--- src/rtl/div_iter.sv ---
// Iterative radix-2 restoring divider for DIV/DIVU.
// Returns {remainder, quotient} with a ready pulse, 33 cycles after the start request.
module div_iter (
   input  logic        clk,
   input  logic        rst,
   input  logic        signed_div_i,
   input  logic [31:0] opdata1_i,
   input  logic [31:0] opdata2_i,
   input  logic        start_i,
   input  logic        annul_i,
   output logic [63:0] result_o,
   output logic        ready_o
);

   localparam int unsigned W     = 32;
   localparam int unsigned CNT_W = 5;

   typedef enum logic [1:0] {
      S_IDLE   = 2'd0,
      S_BYZERO = 2'd1,
      S_ON     = 2'd2,
      S_END    = 2'd3
   } state_e;

   state_e           state_q, state_d;
   logic [CNT_W-1:0] cnt_q, cnt_d;
   logic [2*W:0]     work_q, work_d;
   logic [W-1:0]     dvs_q, dvs_d;
   logic             qneg_q, qneg_d;
   logic             rneg_q, rneg_d;
   logic [2*W-1:0]   result_q, result_d;
   logic             ready_q, ready_d;

   logic [W-1:0]     a_mag, b_mag;
   logic [W+1:0]     trial;
   logic [2*W:0]     step;
   logic [W-1:0]     quot, rem;

   // Operand magnitudes, computed from the live inputs for latching in IDLE
   always_comb begin
      a_mag = opdata1_i;
      b_mag = opdata2_i;
      if (signed_div_i && opdata1_i[W-1]) a_mag = ~opdata1_i + W'(1);
      if (signed_div_i && opdata2_i[W-1]) b_mag = ~opdata2_i + W'(1);
   end

   // One shift-subtract step; trial[W+1] set means the subtraction went negative
   always_comb begin
      trial = work_q[2*W:W-1] - {2'b00, dvs_q};
      if (!trial[W+1]) step = {trial[W:0], work_q[W-2:0], 1'b1};
      else             step = {work_q[2*W-1:0], 1'b0};
      quot = qneg_q ? (~step[W-1:0] + W'(1)) : step[W-1:0];
      rem  = rneg_q ? (~step[2*W-1:W] + W'(1)) : step[2*W-1:W];
   end

   always_comb begin
      state_d  = state_q;
      cnt_d    = cnt_q;
      work_d   = work_q;
      dvs_d    = dvs_q;
      qneg_d   = qneg_q;
      rneg_d   = rneg_q;
      result_d = result_q;
      ready_d  = ready_q;
      case (state_q)
         S_IDLE: begin
            result_d = '0;
            ready_d  = 1'b0;
            if (start_i && !annul_i) begin
               if (opdata2_i == '0) begin
                  state_d = S_BYZERO;
               end else begin
                  state_d = S_ON;
                  cnt_d   = '0;
                  work_d  = {(W+1)'(0), a_mag};
                  dvs_d   = b_mag;
                  qneg_d  = signed_div_i && (opdata1_i[W-1] ^ opdata2_i[W-1]);
                  rneg_d  = signed_div_i && opdata1_i[W-1];
               end
            end
         end
         S_BYZERO: begin
            state_d  = S_END;
            result_d = '0;
            ready_d  = 1'b1;
         end
         S_ON: begin
            if (annul_i) begin
               state_d  = S_IDLE;
               cnt_d    = '0;
               result_d = '0;
               ready_d  = 1'b0;
            end else begin
               work_d = step;
               cnt_d  = cnt_q + CNT_W'(1);
               if (cnt_q == CNT_W'(W - 1)) begin
                  state_d  = S_END;
                  cnt_d    = '0;
                  result_d = {rem, quot};
                  ready_d  = 1'b1;
               end
            end
         end
         S_END: begin
            if (!start_i) begin
               state_d  = S_IDLE;
               result_d = '0;
               ready_d  = 1'b0;
            end
         end
         default: begin
            state_d  = S_IDLE;
            result_d = '0;
            ready_d  = 1'b0;
         end
      endcase
   end

   always_ff @(posedge clk) begin
      if (rst) begin
         state_q  <= S_IDLE;
         cnt_q    <= '0;
         work_q   <= '0;
         dvs_q    <= '0;
         qneg_q   <= 1'b0;
         rneg_q   <= 1'b0;
         result_q <= '0;
         ready_q  <= 1'b0;
      end else begin
         state_q  <= state_d;
         cnt_q    <= cnt_d;
         work_q   <= work_d;
         dvs_q    <= dvs_d;
         qneg_q   <= qneg_d;
         rneg_q   <= rneg_d;
         result_q <= result_d;
         ready_q  <= ready_d;
      end
   end

   assign result_o = result_q;
   assign ready_o  = ready_q;

endmodule
--- config.mk ---
export PLATFORM = sky130hd
export DESIGN_NAME = div_iter
export DESIGN_NICKNAME = d
export VERILOG_FILES = /design/src/rtl/div_iter.sv
export SDC_FILE = /design/constraint.sdc
export NUM_CORES = 1
export LEC_CHECK = 0
export BUFFER_PORTS_ARGS = -buffer_cell sky130_fd_sc_hd__buf_2
export CORE_MARGIN = 8
export CORE_UTILIZATION = 25
export CTS_CLUSTER_DIAMETER = 120
export DETAILED_ROUTE_END_ITERATION = 6
export GPL_TIMING_DRIVEN = 0
export HOLD_SLACK_MARGIN = 0.15
export PLACE_DENSITY = 0.51
export SLEW_MARGIN = 40
export SYNTH_ARGS = -nofsm -noshare
export SYNTH_HDL_FRONTEND = slang
export SYNTH_SLANG_ARGS = --single-unit
--- constraint.sdc ---
create_clock -name clk -period 7.5 [get_ports clk]
set_input_delay 1.125 -clock clk [delete_from_list [all_inputs] [get_ports clk]]
set_output_delay 1.125 -clock clk [all_outputs]
set_load 0.03 [all_outputs]
==> qor.yml <==
grt:
  grt_first_pass_wirelength_um: 67600
  grt_start_max_net_pins: 17
  globalRoute.totalOverflow: 0
  grt_antenna_before_repair: 5
  first_global_vias: 11700
  grtUsageTotal_pct: 16.0
route:
  routed_wirelength_um: 43900
  drt-pass1-iter-count: 5
  drt_iter0_drc: 950
  vias_per_cell: 5.10
  drt.antenna.violating_nets: 0
  wl_per_cell_um: 18.5
  post-route-drc-count: 0
  detailroute.via_count: 12100
final_layout:
  synthToLayoutAreaGrowth_pct: 17.6
  drive_gt1_share_pct: 12.2
  net_count_final: 1861
  n_fill_cell: 5028
  final_cell_area_mm2: 0.0139
logic_synthesis:
  synth-edff-count: 0
  synth_largest_type_area_fraction_pct: 29.1
  post_synthesis_cell_area_mm2: 0.0118
  synth_common_cells: "sky130_fd_sc_hd__nand2_1, sky130_fd_sc_hd__dfxtp_1, sky130_fd_sc_hd__nor2_1, sky130_fd_sc_hd__a21oi_1, sky130_fd_sc_hd__o21ai_0"
  synth.avg_cell_area_um2: 7.37
  synth-seq-cells: 171
  synth.net_count: 1710
  synth-seq-area-share_pct: 29.1
  synthFlopType: "sky130_fd_sc_hd__dfxtp_1"
  library_cell_occupying_the_most_area_in_the_post_synthesis_netlist: "sky130_fd_sc_hd__dfxtp_1"
  syn_inst: 1598
  yosys_warnings: 0
  synth_top_area_cells: "sky130_fd_sc_hd__dfxtp_1, sky130_fd_sc_hd__nand2_1, sky130_fd_sc_hd__a21oi_1"
  yosysMostFrequentCell: "sky130_fd_sc_hd__nand2_1"
  postSynth.asyncResetShare_pct: 0
  post_synth_num_cell_types: 82
timing:
  hold_ws_ns: 0.448
  slew_limit_headroom_pct: 39.7
  final.period_utilization_pct: 87.0
  setup_total_negative_slack_ns: 0
  finalWorstPathRequiredPeriod_ns: 6.52
  finalHoldViolations: 0
  worst-slew-pin-transition_ns: 0.897
  setup_viol: 0
  max_clk_rate_mhz: 153
  maxSlewViolCount: 0
  rsz0062_at_grt: "no"
  finClkSkew_ns: 0.0133
setup_path:
  worstSetupEndpointType: "flop"
  critical-path-top-delay-family: "compound AO/OA/AOI/OAI gates"
  critical_path.max_stage_delay_ns: 0.57
  path_cells: "inv_1 -> ha_1 -> nand2b_1 -> a211oi_1 -> o2111ai_1 -> nand3_2 -> a32o_1 -> nor2_4 -> inv_2 -> buf_2 -> buf_2 -> buf_1 -> o21ai_0 -> inv_1 -> ha_1 -> inv_1 -> or4_1 -> a22oi_1 -> nand4b_1 -> o31ai_1 -> xor2_1 -> o21ai_0"
  critPathMostFrequentCell: "sky130_fd_sc_hd__inv_1"
  startpoint_type: "flop"
  path_buf_inv: 7
  slowest_stage: "sky130_fd_sc_hd__a211oi_1"
  critical_path_class: "flop to flop"
  arrival_time_of_data_at_the_critical_path_endpoint_ns: 6.85
  critical_path_peak_fanout: 10
  endpoint_required_time_on_the_critical_path_ns: 7.83
clock_tree:
  cts_clk_pin_slew_worst_paths_ns: 0.07
  clock_sink_count: 171
  cts_repair_resize_count: 0
  h-tree-depth: 4
  ctsHoldBuffers: 0
  cts_buffers: 17
  cts-root-buf: "sky130_fd_sc_hd__clkbuf_16"
  post_cts.repair.setup_buffers: 0
  max-clock-path-buffers: 2
  cts_tree: "done"
  clk_latency_ns: 0.46
floorplanning:
  die_w_um: 233
  floorplan.io_pins: 134
  die_area_mm2: 0.0543
  initial_utilization_pct: 25.3
  die_height_um: 233
  core_region_area_mm2: 0.0466
  row_count: 79
pwr:
  ir_worst_vdd_mv: 0.164
  power.density_mw_per_mm2: 254
  power_leakage_nw: 5.35
  total_power_mw: 3.53
flow_run:
  maxCapViolCount: 0
placed_design:
  placedInstanceArea_mm2: 0.0132
  placed_wire_length_estimate_after_detailed_placement_um: 35800
  port-buffer-count: 132
  place.gp.congestion: 0.917
status:
  status: "completed"
min_path:
  hold_class: "flop to flop"
[worst paths after layout]
check / from / cells after the start / slack, ns / endpoint
max: work_q[31] / 22 / 0.98 / result_o[60]
min reg2reg: result_o[48] / 2 / 0.45 / result_o[48]
max reg2reg: work_q[31] / 22 / 0.98 / result_o[60]
min: result_o[48] / 2 / 0.45 / result_o[48]
[cells in the final DEF, fill, tap and decap left out, drive strengths merged, types with 5 or more instances in the layout]
cell / instances
a22oi: 35
mux2i: 26
nand4: 9
nand2b: 9
a21o: 9
xnor2: 66
nand3: 37
o31a: 8
dfxtp: 171
and3: 16
inv: 63
nand2: 233
nor4: 18
nor2b: 5
nor2: 162
or2: 6
a211oi: 40
mux2: 7
or4: 15
o21ai: 130
buf: 157
nand3b: 8
o41ai: 14
a21oi: 142
and2: 9
o31ai: 24
xor2: 70
nor3: 41
or3: 25
ha: 42
o211ai: 10
clkbuf: 86
a31oi: 9
[flip-flops by register name (all words and copies together), names as in the netlist]
register and flops:
ready_o 1, result_o 64, work_q 65, qneg_q 1, cnt_q 5, rneg_q 1
state_q 2, dvs_q 32
[final cells by class]
type | count | area [µm²] | share of cell area [%]
repair buffers | 132 | 661 | 4.77
well taps | 607 | 759 | 5.48
clock inverters | 14 | 208 | 1.50
plain buffers | 94 | 388 | 2.80
multi-input cells | 1278 | 7770 | 56.1
inverters | 55 | 206 | 1.49
diodes | 4 | 10.0 | 0.0723
clock buffers | 17 | 425 | 3.07
flip-flops and latches | 171 | 3420 | 24.7
[report_power, final]
part	switching [mW]	internal (mW)
combinational	1.02	0.469
sequential	0.0644	0.981
clock	0.425	0.566
total	1.51	2.02
[kinds of logic after synthesis]
family / Yosys count / synth area share (%)
xor gates and xnor gates: 136 / 10.1
buffers and inverters: 149 / 5.05
and+or+nand+nor: 602 / 23.6
DFF: 171 / 29.1
AOI/OAI and AO/OA: 464 / 24.7
adders and majority gates: 43 / 4.63
muxes: 33 / 2.88
[per-stage QoR]
stage               utilization (%)  std cells  setup slack, ns
floorplan                         -       1598             2.81
global placement               28.4       2337             1.01
detailed placement             28.4       2337             1.05
CTS                            29.7       2368             1.02
global route                   29.7       2369            0.559
finish                         29.8       2372            0.979
[worst reg2reg max path, stage by stage (launching register included)]
cell and delay, ns:
sky130_fd_sc_hd__dfxtp_1 0.38, sky130_fd_sc_hd__inv_1 0.08, sky130_fd_sc_hd__ha_1 0.21, sky130_fd_sc_hd__nand2b_1 0.16, sky130_fd_sc_hd__a211oi_1 0.57, sky130_fd_sc_hd__o2111ai_1 0.31
sky130_fd_sc_hd__nand3_2 0.23, sky130_fd_sc_hd__a32o_1 0.40, sky130_fd_sc_hd__nor2_4 0.15, sky130_fd_sc_hd__inv_2 0.22, sky130_fd_sc_hd__buf_2 0.34, sky130_fd_sc_hd__buf_2 0.35
sky130_fd_sc_hd__buf_1 0.50, sky130_fd_sc_hd__o21ai_0 0.33, sky130_fd_sc_hd__inv_1 0.12, sky130_fd_sc_hd__ha_1 0.22, sky130_fd_sc_hd__inv_1 0.10, sky130_fd_sc_hd__or4_1 0.55
sky130_fd_sc_hd__a22oi_1 0.42, sky130_fd_sc_hd__nand4b_1 0.20, sky130_fd_sc_hd__o31ai_1 0.29, sky130_fd_sc_hd__xor2_1 0.18, sky130_fd_sc_hd__o21ai_0 0.09
[routing by layer]
metal  global-route usage, %  wire length [µm]  vias to the layer above
met3                    2.40              2130                       66
met5                       0                44                        -
met2                    25.9             20000                      329
met4                    6.35              1230                        6
li1                        -                 -                     6011
met1                    21.0             20500                     5684
(Power assumes the default switching activity.)
